==> config.mk <==
export PLATFORM = sky130hd
export DESIGN_NAME = mem_access_stage
export DESIGN_NICKNAME = d
export VERILOG_FILES = /design/src/rtl/mem_access_stage.sv
export SDC_FILE = /design/constraint.sdc
export NUM_CORES = 1
export LEC_CHECK = 0
export ABC_AREA = 1
export BUFFER_PORTS_ARGS = -buffer_cell sky130_fd_sc_hd__buf_2
export CORE_MARGIN = 2
export CORE_UTILIZATION = 45
export DETAILED_ROUTE_END_ITERATION = 10
export PLACE_DENSITY = 0.72
export SYNTH_ARGS = -nofsm -noshare
export SYNTH_HDL_FRONTEND = slang
export SYNTH_SLANG_ARGS = --single-unit
==> constraint.sdc <==
create_clock -name clk -period 5.7 [get_ports clk]
set_clock_uncertainty 0.1 [all_clocks]
set_input_delay 1.14 -clock clk [delete_from_list [all_inputs] [get_ports clk]]
set_output_delay 1.14 -clock clk [all_outputs]
set_load 0.01 [all_outputs]
==> src/rtl/mem_access_stage.sv <==
// Memory-access stage of the RV32I core: byte/half/word loads and stores over a
// req/ack data bus with wait states, upstream stall, and the MEM/WB register.
module mem_access_stage #(
   parameter int TIMEOUT = 16,
   parameter int CNT_W   = 5
) (
   input  logic        clk,
   input  logic        rst,
   input  logic [31:0] EX_MEM_ALU_OUT,
   input  logic [31:0] EX_MEM_writedata,
   input  logic        EX_MEM_memwrite_en,
   input  logic        EX_MEM_regwrite_en,
   input  logic        EX_MEM_wb_sel,
   input  logic [4:0]  EX_MEM_RD,
   input  logic [2:0]  EX_MEM_funct3,
   output logic        dmem_req,
   output logic        dmem_we,
   output logic [31:0] dmem_addr,
   output logic [3:0]  dmem_be,
   output logic [31:0] dmem_wdata,
   input  logic [31:0] dmem_rdata,
   input  logic        dmem_ack,
   output logic        mem_stall,
   output logic [31:0] MEM_WB_result,
   output logic [4:0]  MEM_WB_RD,
   output logic        MEM_WB_regwrite_en,
   output logic        misalign_err,
   output logic        bus_err
);
   // state | meaning
   // IDLE  | pass ALU results through, check and latch new memory ops
   // BUSY  | bus request outstanding, waiting for dmem_ack or timeout
   localparam logic [0:0] IDLE = 1'b0;
   localparam logic [0:0] BUSY = 1'b1;

   logic [0:0]       state;
   logic [CNT_W-1:0] cnt;
   logic [31:0]      addr_q;
   logic [31:0]      wdata_q;
   logic [3:0]       be_q;
   logic             we_q;
   logic [2:0]       funct3_q;
   logic [4:0]       rd_q;
   logic             regwrite_q;
   logic             wb_sel_q;

   logic        mem_op;
   logic        illegal;
   logic        misaligned;
   logic        timeout;
   logic [3:0]  be_n;
   logic [31:0] wdata_n;
   logic [7:0]  byte_sel;
   logic [15:0] half_sel;
   logic [31:0] load_data;

   assign mem_op     = EX_MEM_memwrite_en | EX_MEM_wb_sel;
   assign illegal    = (EX_MEM_funct3 == 3'b011) || (EX_MEM_funct3 == 3'b110) ||
                       (EX_MEM_funct3 == 3'b111);
   assign misaligned = ((EX_MEM_funct3[1:0] == 2'b01) && EX_MEM_ALU_OUT[0]) ||
                       ((EX_MEM_funct3 == 3'b010) && (EX_MEM_ALU_OUT[1:0] != 2'b00));
   assign timeout    = (state == BUSY) && !dmem_ack && (cnt == CNT_W'(TIMEOUT - 1));

   assign dmem_req   = (state == BUSY);
   assign dmem_we    = we_q;
   assign dmem_addr  = {addr_q[31:2], 2'b00};
   assign dmem_be    = be_q;
   assign dmem_wdata = wdata_q;

   always_comb begin
      if (state == IDLE) mem_stall = mem_op && !illegal && !misaligned;
      else               mem_stall = !dmem_ack && !timeout;
   end

   // loads always read the whole word; lane selection happens on the way back
   always_comb begin
      be_n    = 4'b1111;
      wdata_n = EX_MEM_writedata;
      if (EX_MEM_memwrite_en) begin
         case (EX_MEM_funct3[1:0])
            2'b00: begin
               be_n    = 4'b0001 << EX_MEM_ALU_OUT[1:0];
               wdata_n = {4{EX_MEM_writedata[7:0]}};
            end
            2'b01: begin
               be_n    = EX_MEM_ALU_OUT[1] ? 4'b1100 : 4'b0011;
               wdata_n = {2{EX_MEM_writedata[15:0]}};
            end
            default: ;
         endcase
      end
   end

   assign byte_sel = dmem_rdata[{addr_q[1:0], 3'b000} +: 8];
   assign half_sel = addr_q[1] ? dmem_rdata[31:16] : dmem_rdata[15:0];

   always_comb begin
      case (funct3_q)
         3'b000:  load_data = {{24{byte_sel[7]}}, byte_sel};
         3'b001:  load_data = {{16{half_sel[15]}}, half_sel};
         3'b100:  load_data = {24'h0, byte_sel};
         3'b101:  load_data = {16'h0, half_sel};
         default: load_data = dmem_rdata;
      endcase
   end

   always_ff @(posedge clk or posedge rst) begin
      if (rst) begin
         state              <= IDLE;
         cnt                <= '0;
         addr_q             <= '0;
         wdata_q            <= '0;
         be_q               <= '0;
         we_q               <= 1'b0;
         funct3_q           <= '0;
         rd_q               <= '0;
         regwrite_q         <= 1'b0;
         wb_sel_q           <= 1'b0;
         MEM_WB_result      <= '0;
         MEM_WB_RD          <= '0;
         MEM_WB_regwrite_en <= 1'b0;
         misalign_err       <= 1'b0;
         bus_err            <= 1'b0;
      end else begin
         misalign_err <= 1'b0;
         bus_err      <= 1'b0;
         case (state)
            IDLE: begin
               if (!mem_op) begin
                  MEM_WB_result      <= EX_MEM_ALU_OUT;
                  MEM_WB_RD          <= EX_MEM_RD;
                  MEM_WB_regwrite_en <= EX_MEM_regwrite_en;
               end else if (illegal || misaligned) begin
                  MEM_WB_regwrite_en <= 1'b0;
                  misalign_err       <= 1'b1;
               end else begin
                  addr_q             <= EX_MEM_ALU_OUT;
                  wdata_q            <= wdata_n;
                  be_q               <= be_n;
                  we_q               <= EX_MEM_memwrite_en;
                  funct3_q           <= EX_MEM_funct3;
                  rd_q               <= EX_MEM_RD;
                  regwrite_q         <= EX_MEM_regwrite_en;
                  wb_sel_q           <= EX_MEM_wb_sel;
                  MEM_WB_regwrite_en <= 1'b0;
                  cnt                <= '0;
                  state              <= BUSY;
               end
            end
            BUSY: begin
               if (dmem_ack) begin
                  MEM_WB_result      <= wb_sel_q ? load_data : addr_q;
                  MEM_WB_RD          <= rd_q;
                  MEM_WB_regwrite_en <= regwrite_q;
                  state              <= IDLE;
               end else if (timeout) begin
                  bus_err            <= 1'b1;
                  MEM_WB_regwrite_en <= 1'b0;
                  state              <= IDLE;
               end else begin
                  cnt <= cnt + 1'b1;
               end
            end
            default: state <= IDLE;
         endcase
      end
   end
endmodule

==> results.yml, run 1 <==
outcome:
  outcome: "completed"
routing:
  vias: 6565
  ant_nets: 0
  drtPass1Iterations: 4
  wl_per_cell_um: 15.3
  via_per_inst: 5.09
  postRouteWirelength_um: 19700
  drc_errors: 0
  drt_iter0_markers: 446
yosys:
  synth-adder-area-share_pct: 0.367
  syn_area_per_cell_um2: 7.31
  synth_compound_area_share_pct: 16.3
  synth-edff-count: 0
  synth-simple-area-share_pct: 25.1
  syn_inst: 933
  synth-seq-area-share_pct: 45.8
  synth_top_cell_area_share_pct: 45.8
  async_flop_share_pct: 100
  ys.flop_type: "dfrtp_1"
  synth_top_family_by_area: "simple AND/OR/NAND/NOR gates"
  synth_area_leader_cell: "dfrtp_1"
  synth.mux.area_fraction_pct: 0
  yosys_register_bits: 125
  syn_area_mm2: 0.00682
  yosys_warnings: 0
  synth_area_leaders: "dfrtp_1 (46%), nand2_1 (18%), a21oi_1 (8.4%)"
  synth.distinct_cells: 32
  synth_xor_area_share_pct: 0.128
timing:
  fin_crit_ns: 3.46
  rsz0062_at_grt: "false"
  setup_viol: 0
  fin_ws_ns: 2.24
  hold_ws_ns: 0.370
  tightestPinTransition_ns: 1.16
  max_slew_margin_pct: 22.7
  finalCritPeriodShare_pct: 60.7
  fmax_mhz: 289
  finalHoldViolations: 0
  finalMaxSlewViolations: 0
  finalSetupTns_ns: 0
global_routing:
  grt_pass1_wl_um: 30700
  grt_max_degree: 81
  grt_pass1_vias: 5961
  grt-ovfl-total: 0
  gr-usage-all-layers_pct: 24.2
  antenna_found_initial: 0
setup_path:
  path_cells: "inv_4 > or2_4 > nor2_2 > inv_1 > nand2_1 > buf_2"
  crit_type: "flip-flop to primary output"
  endpoint_kind: "primary output"
  reg2reg_depth: 9
  r2r-start: "funct3_q[1]"
  critPathLaunchType: "flip-flop"
  crit_fanout: 72
  startpoint: "dmem_req"
  reg2reg_slack_ns: 2.76
  slowest_stage: "dfrtp_1"
  cp.arrival_ns: 2.22
  cp_slowest_stage_delay_ns: 0.59
  crit_required_ns: 4.46
final_layout:
  layout_commonest_cell: "nand2_1"
  antenna_cells: 0
  layout-drive-gt1-share_pct: 24.3
  final_util_pct: 55.0
  layout_common_cells: "nand2_1 (319), buf_2 (218), dfrtp_1 (125), a21oi_1 (114), inv_1 (69)"
  fin_nets: 1202
  stdcell_count: 1290
  final_area_mm2: 0.00826
  area_growth_pct: 21.1
pwr:
  pwr-share-clk_pct: 30.9
  leakagePower_nw: 4.41
  power_frac_comb_pct: 31.9
  total_power_mw: 3.63
  peakVddDrop_mv: 0.216
  p_per_area_mw_per_mm2: 440
  swShare_pct: 36.2
  internal-power_mw: 2.32
  pwr-share-seq_pct: 37.2
  p_sw_mw: 1.31
job:
  drv_cap: 0
worst_hold_path:
  whs_path_depth: 2
  worstHoldStart: "dmem_be[0]"
  hold_class: "flip-flop to flip-flop"
clocking:
  cts_root_buf: "clkbuf_16"
  clkSinkCount: 125
  cts.clk_slew.worst_paths_ns: 0.05
  holdBufCountCts: 0
  postCtsSetupBuffers: 0
  cts_made_buffers: 17
  cts_max_level: 4
  cts_buffer_depth: 2
  clock_latency_ns: 0.42
  ctsResizeCount: 0
  cts_tree: "built"
placement:
  io_buffers: 218
  place_area_mm2: 0.00766
  gp_congestion: 0.834
  placed_cells: 1259
  hpwlAfterDp_um: 13600
  post-place-ws_ns: 2.25
floorplanning:
  rows: 45
  dieArea_mm2: 0.0162
  die_y_um: 127
  core_area_mm2: 0.0150
  dieWidth_um: 127
  initial_utilization_pct: 45.4
  io_pins: 221
## per-layer routing
layer  vias up  part of all wire, %  GRT usage (%)
li1       3268                    -              -
met1      2980                   44           31.4
met2       275                   45           38.0
met3        42                  7.7           6.70
met4         0                  3.0           10.9
met5         -                    0              0
## power by group through the flow
| stage | clock, mW | sequential (mW) | combinational (mW) |
|---|---|---|---|
| after CTS | 1.14 | 1.35 | 1.17 |
| after floorplan | 0 | 1.38 | 0.788 |
| after global placement | 0 | 1.36 | 1.15 |
| after global routing | 1.18 | 1.38 | 1.31 |
| final | 1.12 | 1.35 | 1.16 |
| after detailed placement | 0 | 1.36 | 1.17 |
## critical path, delay by kind of cell, from the launching register on
kind                   cells  cell delay (ns)
buffers and inverters      3             0.57
and+or+nand+nor            3             0.63
DFF                        1             0.59
## synthesized netlist by cell type (2+ instances only)
master,n
nand2_1,319
buf_2,29
nor2_1,56
nand2_2,2
o211ai_1,8
o22ai_1,8
o21ai_0,55
inv_1,71
ha_1,2
o21a_1,8
clkbuf_1,14
nor2_2,3
a31oi_1,5
nand3_1,42
buf_6,4
inv_4,2
buf_4,39
a21oi_1,114
o21ai_1,12
or2_2,2
dfrtp_1,125
inv_2,3
## cell type report
class	instances	area, um^2
Timing Repair Buffer	223	1130
Inverter	77	297
Sequential cell	125	3130
Clock inverter	6	108
Clock buffer	25	495
Tap cell	188	235
Multi-Input combinational cell	646	2870
Fill cell	1484	6770
## cell families (layout without fill, tap and decap cells)
group           count (synthesis)  after routing
compound gates                211            211
buf+inv                       163            331
simple gates                  430            430
other cells                     1              2
flops                         125            125
xor+xnor                        1              1
fa+ha+maj                       2              2
## final timing paths
kind                                     to
max                               mem_stall
min                              dmem_be[0]
max reg2reg                MEM_WB_result[8]
min reg2reg                      dmem_be[0]
max in group asynchronous  MEM_WB_result[8]
min in group asynchronous    dmem_wdata[27]
## state kept, by name (all words and copies together), names as in the netlist
| signal | flops |
|---|---|
| MEM_WB_RD | 5 |
| MEM_WB_regwrite_en | 1 |
| MEM_WB_result | 32 |
| addr_q | 32 |
| bus_err | 1 |
| cnt | 5 |
| dmem_be | 4 |
| dmem_req | 1 |
| dmem_wdata | 32 |
| dmem_we | 1 |
| funct3_q | 3 |
| misalign_err | 1 |
| rd_q | 5 |
| regwrite_q | 1 |
| wb_sel_q | 1 |
Power figures use the tool's default switching activity.
==> run 2, diff against run 1 <==
--- a/config.mk
+++ b/config.mk
@@ -5,12 +5,12 @@
 export SDC_FILE = /design/constraint.sdc
 export NUM_CORES = 1
 export LEC_CHECK = 0
-export ABC_AREA = 1
+export ABC_AREA = 0
 export BUFFER_PORTS_ARGS = -buffer_cell sky130_fd_sc_hd__buf_2
 export CORE_MARGIN = 2
 export CORE_UTILIZATION = 45
 export DETAILED_ROUTE_END_ITERATION = 10
-export PLACE_DENSITY = 0.72
+export PLACE_DENSITY = 0.76
 export SYNTH_ARGS = -nofsm -noshare
 export SYNTH_HDL_FRONTEND = slang
 export SYNTH_SLANG_ARGS = --single-unit
==> constraint.sdc (replaced) <==
create_clock -name clk -period 3.1 [get_ports clk]
set_clock_uncertainty 0.1 [all_clocks]
set_input_delay 0.62 -clock clk [delete_from_list [all_inputs] [get_ports clk]]
set_output_delay 0.62 -clock clk [all_outputs]
set_load 0.01 [all_outputs]
==> run 2 against run 1 <==
Setup slack worse by 2.0 ns. Synthesized area is 4.1% lower. Cell count shrank 22%. Combinational power grew 78%. Register-to-register slack lost 2.1 ns. Wire length down 3.6%. Total power increased by 80%. Critical path type unchanged.
==> results.yml, run 2 <==
outcome:
  outcome: "completed"
yosys:
  yosys_warnings: 0
  synth_top_cell_area_share_pct: 47.8
  synth_area_leader_cell: "dfrtp_1"
  synth-edff-count: 0
  syn_area_per_cell_um2: 10.2
  syn_inst: 639
  synth.distinct_cells: 54
  synth_area_leaders: "dfrtp_1 (48%), mux2_2 (8.6%), buf_4 (3.9%)"
  synthTopCellsByCount: "dfrtp_1 (125), nand2_1 (60), mux2_2 (50), nor2_1 (48), o21ai_0 (38)"
  synth-seq-area-share_pct: 47.8
  async_flop_share_pct: 100
  syn_area_mm2: 0.00655
  ys.flop_type: "dfrtp_1"
  yosys_register_bits: 125
  synth.most_common_cell: "dfrtp_1"
global_routing:
  gr-usage-all-layers_pct: 24.7
  antenna_found_initial: 1
  grt_pass1_vias: 5729
  grt-ovfl-total: 0
  grt_pass1_wl_um: 30500
  grt_max_degree: 71
final_layout:
  fin_nets: 921
  layout-drive-gt1-share_pct: 39.1
  layout_common_cells: "buf_2 (218), dfrtp_1 (124), nand2_1 (60), mux2_2 (50), nor2_1 (48)"
  area_growth_pct: 24.4
  layout_commonest_cell: "buf_2"
  final_area_mm2: 0.00815
pwr:
  peakVddDrop_mv: 0.352
  p_per_area_mw_per_mm2: 803
  leakagePower_nw: 3.80
setup_path:
  endpoint_kind: "primary output"
  cp.arrival_ns: 2.18
  cp_slowest_stage_delay_ns: 0.44
  crit_type: "flip-flop to primary output"
  slowest_stage: "or3_1"
  reg2reg_to: "MEM_WB_result[30]"
  path_cells: "ha_1 > and3_1 > ha_1 > or3_1 > nand2_1 > buf_2"
  crit_required_ns: 2.38
  crit_fanout: 8
  r2r-start: "funct3_q[1]"
  critPathLaunchType: "flip-flop"
  reg2reg_depth: 5
  crit_path_frequent_cell: "ha_1"
  reg2reg_slack_ns: 0.66
worst_hold_path:
  hold_class: "primary input to async pin"
clocking:
  cts_max_level: 4
  cts_root_buf: "clkbuf_16"
  clkSinkCount: 125
  clock_latency_ns: 0.41
  cts_buffer_depth: 2
  cts.clk_slew.worst_paths_ns: 0.06
  holdBufCountCts: 0
  postCtsSetupBuffers: 0
  ctsResizeCount: 0
  cts_made_buffers: 17
  cts_tree: "built"
routing:
  drt_iter0_markers: 460
  ant_nets: 0
  drc_errors: 0
  via_per_inst: 5.74
  drtPass1Iterations: 5
  wl_per_cell_um: 18.8
  postRouteWirelength_um: 19000
  vias: 5778
timing:
  finalMaxSlewViolations: 0
  fin_crit_ns: 2.90
  finalCritPeriodShare_pct: 93.4
  max_slew_margin_pct: 32.5
  fmax_mhz: 345
  rsz0062_at_grt: "false"
  finalHoldViolations: 0
  finalSetupTns_ns: 0
  tightestPinTransition_ns: 1.01
  hold_ws_ns: 0.160
  setup_viol: 0
job:
  drv_cap: 0
placement:
  gp_congestion: 0.839
  place_area_mm2: 0.00754
  io_buffers: 218
  hpwlAfterDp_um: 13800
floorplanning:
  io_pins: 221
  die_y_um: 125
  dieArea_mm2: 0.0155
  initial_utilization_pct: 45.6
  dieWidth_um: 125
  core_area_mm2: 0.0144
  rows: 44
==> run 2: layout make-up <==
type	count	area, um^2
Fill cell	1295	6220
Sequential cell	125	3130
Multi-Input combinational cell	425	2920
Timing Repair Buffer	231	1230
Clock buffer	26	519
Tap cell	184	230
Clock inverter	6	80.1
Inverter	9	37.5
Antenna cell	1	2.50
==> run 2: cell families after synthesis <==
group | after synthesis | synth area share, %
AO/OA/AOI/OAI | 178 | 19.4
multiplexers | 74 | 12.3
XOR/XNOR | 1 | 0.134
AND/OR/NAND/NOR | 168 | 12.0
other | 1 | 0.0573
flip-flops | 125 | 47.8
adder cells (fa/ha/maj) | 2 | 0.382
buffers and inverters | 90 | 7.93
==> run 2: per-stage QoR <==
| step | worst slack, ns | total power [mW] | utilization (%) | instances |
|---|---|---|---|---|
| after floorplan | 0.705 | 3.85 | - | 640 |
| after global placement | 0.659 | 4.50 | 52.5 | 974 |
| after detailed placement | 0.605 | 4.57 | 52.5 | 974 |
| after CTS | 0.194 | 6.59 | 56.7 | 1006 |
| after global routing | 0.119 | 6.93 | 56.7 | 1006 |
| final | 0.205 | 6.54 | 56.7 | 1007 |
==> run 2: worst max-delay path: cells and delay by family (launching register included) <==
kind	cells	cell delay (ns)
buffers and inverters	1	0.13
adders and majority gates	2	0.48
DFF	1	0.41
and+or+nand+nor	3	0.75
==> run 2: worst max-delay path by stage <==
stage | from | end | slack, ns | cells after the start
3_5_place_dp | dmem_rdata[31] | MEM_WB_result[30] | 0.60 | 5
5_1_grt | cnt[0] | mem_stall | 0.12 | 6
3_3_place_gp | dmem_rdata[31] | MEM_WB_result[30] | 0.66 | 5
2_1_floorplan | EX_MEM_funct3[0] | mem_stall | 0.71 | 5
6_report | cnt[0] | mem_stall | 0.20 | 6
4_1_cts | cnt[0] | mem_stall | 0.19 | 6
==> run 2: power breakdown <==
group	internal, mW	total [mW]	switching, mW	leakage, nW
Clock	1.31	2.00	0.690	0.300
Sequential	2.13	2.48	0.350	1.50
Combinational	0.888	2.06	1.18	2.00
==> run 2: metal layers <==
metal  GRT usage, %  vias up  part of all wire (%)
met5              0        -                     0
met4           9.39        0                   2.4
met3           6.96       29                   8.9
met2           40.2      292                    48
met1           31.3     2789                    40
li1               -     2668                     -
==> run 3, diff against run 2 <==
--- a/config.mk
+++ b/config.mk
@@ -9,6 +9,7 @@
 export BUFFER_PORTS_ARGS = -buffer_cell sky130_fd_sc_hd__buf_2
 export CORE_MARGIN = 2
 export CORE_UTILIZATION = 45
+export CTS_BUF_LIST = sky130_fd_sc_hd__clkbuf_8
 export DETAILED_ROUTE_END_ITERATION = 10
 export PLACE_DENSITY = 0.76
 export SYNTH_ARGS = -nofsm -noshare
==> run 3 against run 2 <==
Worst hold slack got worse by 0.021 ns. First-iteration DRC count grew 2.0%. Utilization shrank 1.3 points. Clock power decreased by 27%. Sequential cell count did not move. Critical endpoint unchanged. Largest cell class unchanged.
==> results.yml, run 3 (synthesis gave the netlist of run 2 again) <==
timing:
  finalSetupTns_ns: 0
  setup_viol: 0
  tightestPinTransition_ns: 1.04
  fin_crit_ns: 2.93
  finalCritPeriodShare_pct: 94.4
  finalHoldViolations: 0
  finalMaxSlewViolations: 0
  fin_ws_ns: 0.174
  rsz0062_at_grt: "false"
  max_slew_margin_pct: 30.8
  hold_ws_ns: 0.139
  fmax_mhz: 342
global_routing:
  gr-usage-all-layers_pct: 24.5
  use_met3_pct: 7.26
  grt_max_degree: 71
  grt-busiest-layer: "met2"
  antenna_found_initial: 1
  grt_use_met2_pct: 39.7
  grt-ovfl-total: 0
  grt_pass1_vias: 5730
  grtUsageMet1_pct: 30.9
  grt_pass1_wl_um: 30300
placement:
  gp_congestion: 0.839
  placed_cells: 974
  post-place-ws_ns: 0.605
  hpwlAfterDp_um: 13800
  io_buffers: 218
  place_area_mm2: 0.00754
setup_path:
  endpoint_kind: "primary output"
  path_cells: "ha_1 > and3_1 > ha_1 > or3_1 > nand2_1 > buf_2"
  critPathLaunchType: "flip-flop"
  crit_type: "flip-flop to primary output"
  crit_fanout: 8
  slowest_stage: "or3_1"
  cp_slowest_stage_delay_ns: 0.44
  crit_required_ns: 2.38
  crit_path_frequent_cell: "ha_1"
  cp.arrival_ns: 2.21
clocking:
  cts_made_buffers: 17
  cts_root_buf: "clkbuf_8"
  cts.clk_slew.worst_paths_ns: 0.07
  cts_buffer_depth: 2
  ctsResizeCount: 0
  cts_max_level: 4
  clkSinkCount: 125
  clock_latency_ns: 0.43
  postCtsSetupBuffers: 0
  holdBufCountCts: 0
  cts_tree: "built"
floorplanning:
  initial_utilization_pct: 45.6
  rows: 44
  die_y_um: 125
  dieArea_mm2: 0.0155
  core_area_mm2: 0.0144
  dieWidth_um: 125
  io_pins: 221
final_layout:
  final_area_mm2: 0.00795
  fin_nets: 921
  layout_commonest_cell: "buf_2"
  final_util_pct: 55.4
  layout_common_cells: "buf_2 (218), dfrtp_1 (124), nand2_1 (60), mux2_2 (50), nor2_1 (48)"
  area_growth_pct: 21.5
  layout-drive-gt1-share_pct: 39.1
  stdcell_count: 1007
outcome:
  outcome: "completed"
routing:
  via_per_inst: 5.76
  drt_iter0_markers: 469
  drtPass1Iterations: 5
  vias: 5799
  postRouteWirelength_um: 18900
  drc_errors: 0
  wl_per_cell_um: 18.8
  ant_nets: 0
worst_hold_path:
  hold_class: "primary input to async pin"
job:
  drv_cap: 0
pwr:
  p_per_area_mw_per_mm2: 754
  leakagePower_nw: 3.72
  total_power_mw: 6.00
  peakVddDrop_mv: 0.312
[run 3: cell count changes in the layout (fill, tap and decap cells not counted), sizes merged]
cell / delta
inv: +3
clkbuf: -3
[run 3: power breakdown]
| group | internal [mW] | switching (mW) | total [mW] |
|---|---|---|---|
| Sequential | 2.13 | 0.347 | 2.48 |
| Clock | 0.830 | 0.625 | 1.46 |
| Combinational | 0.888 | 1.18 | 2.06 |
| Total | 3.85 | 2.15 | 6.00 |
[run 3: worst paths after layout]
check                                    from  cells after the start  slack (ns)           endpoint
setup / recovery                       cnt[0]                      6        0.17          mem_stall
hold / removal                            rst                      2        0.14     dmem_wdata[12]
setup reg to reg                  funct3_q[1]                      5        0.64  MEM_WB_result[30]
hold reg to reg                 dmem_wdata[8]                      2        0.38      dmem_wdata[8]
max in group asynchronous                 rst                      3        2.12         addr_q[29]
min in group clk           EX_MEM_regwrite_en                      2        0.33         regwrite_q
[run 3: worst max-delay path, delay by kind of cell (launching register included)]
family | cells | cell delay [ns]
adder cells (fa/ha/maj) | 2 | 0.48
buffers and inverters | 1 | 0.13
flip-flops | 1 | 0.42
AND/OR/NAND/NOR | 3 | 0.75
[run 3: layer usage]
metal / share of wire, % / vias to the layer above
li1: - / 2658
met1: 41 / 2816
met2: 48 / 291
met3: 8.7 / 34
met4: 2.4 / 0
met5: 0 / -
[run 3: final cells by class]
class,instances,area [um^2]
clock buffers,23,317
clock inverters,9,91.3
flip-flops and latches,125,3130
inverters,9,37.5
multi-input cells,425,2920
diodes,1,2.50
fillers,1310,6410
repair buffers,231,1230
well taps,184,230
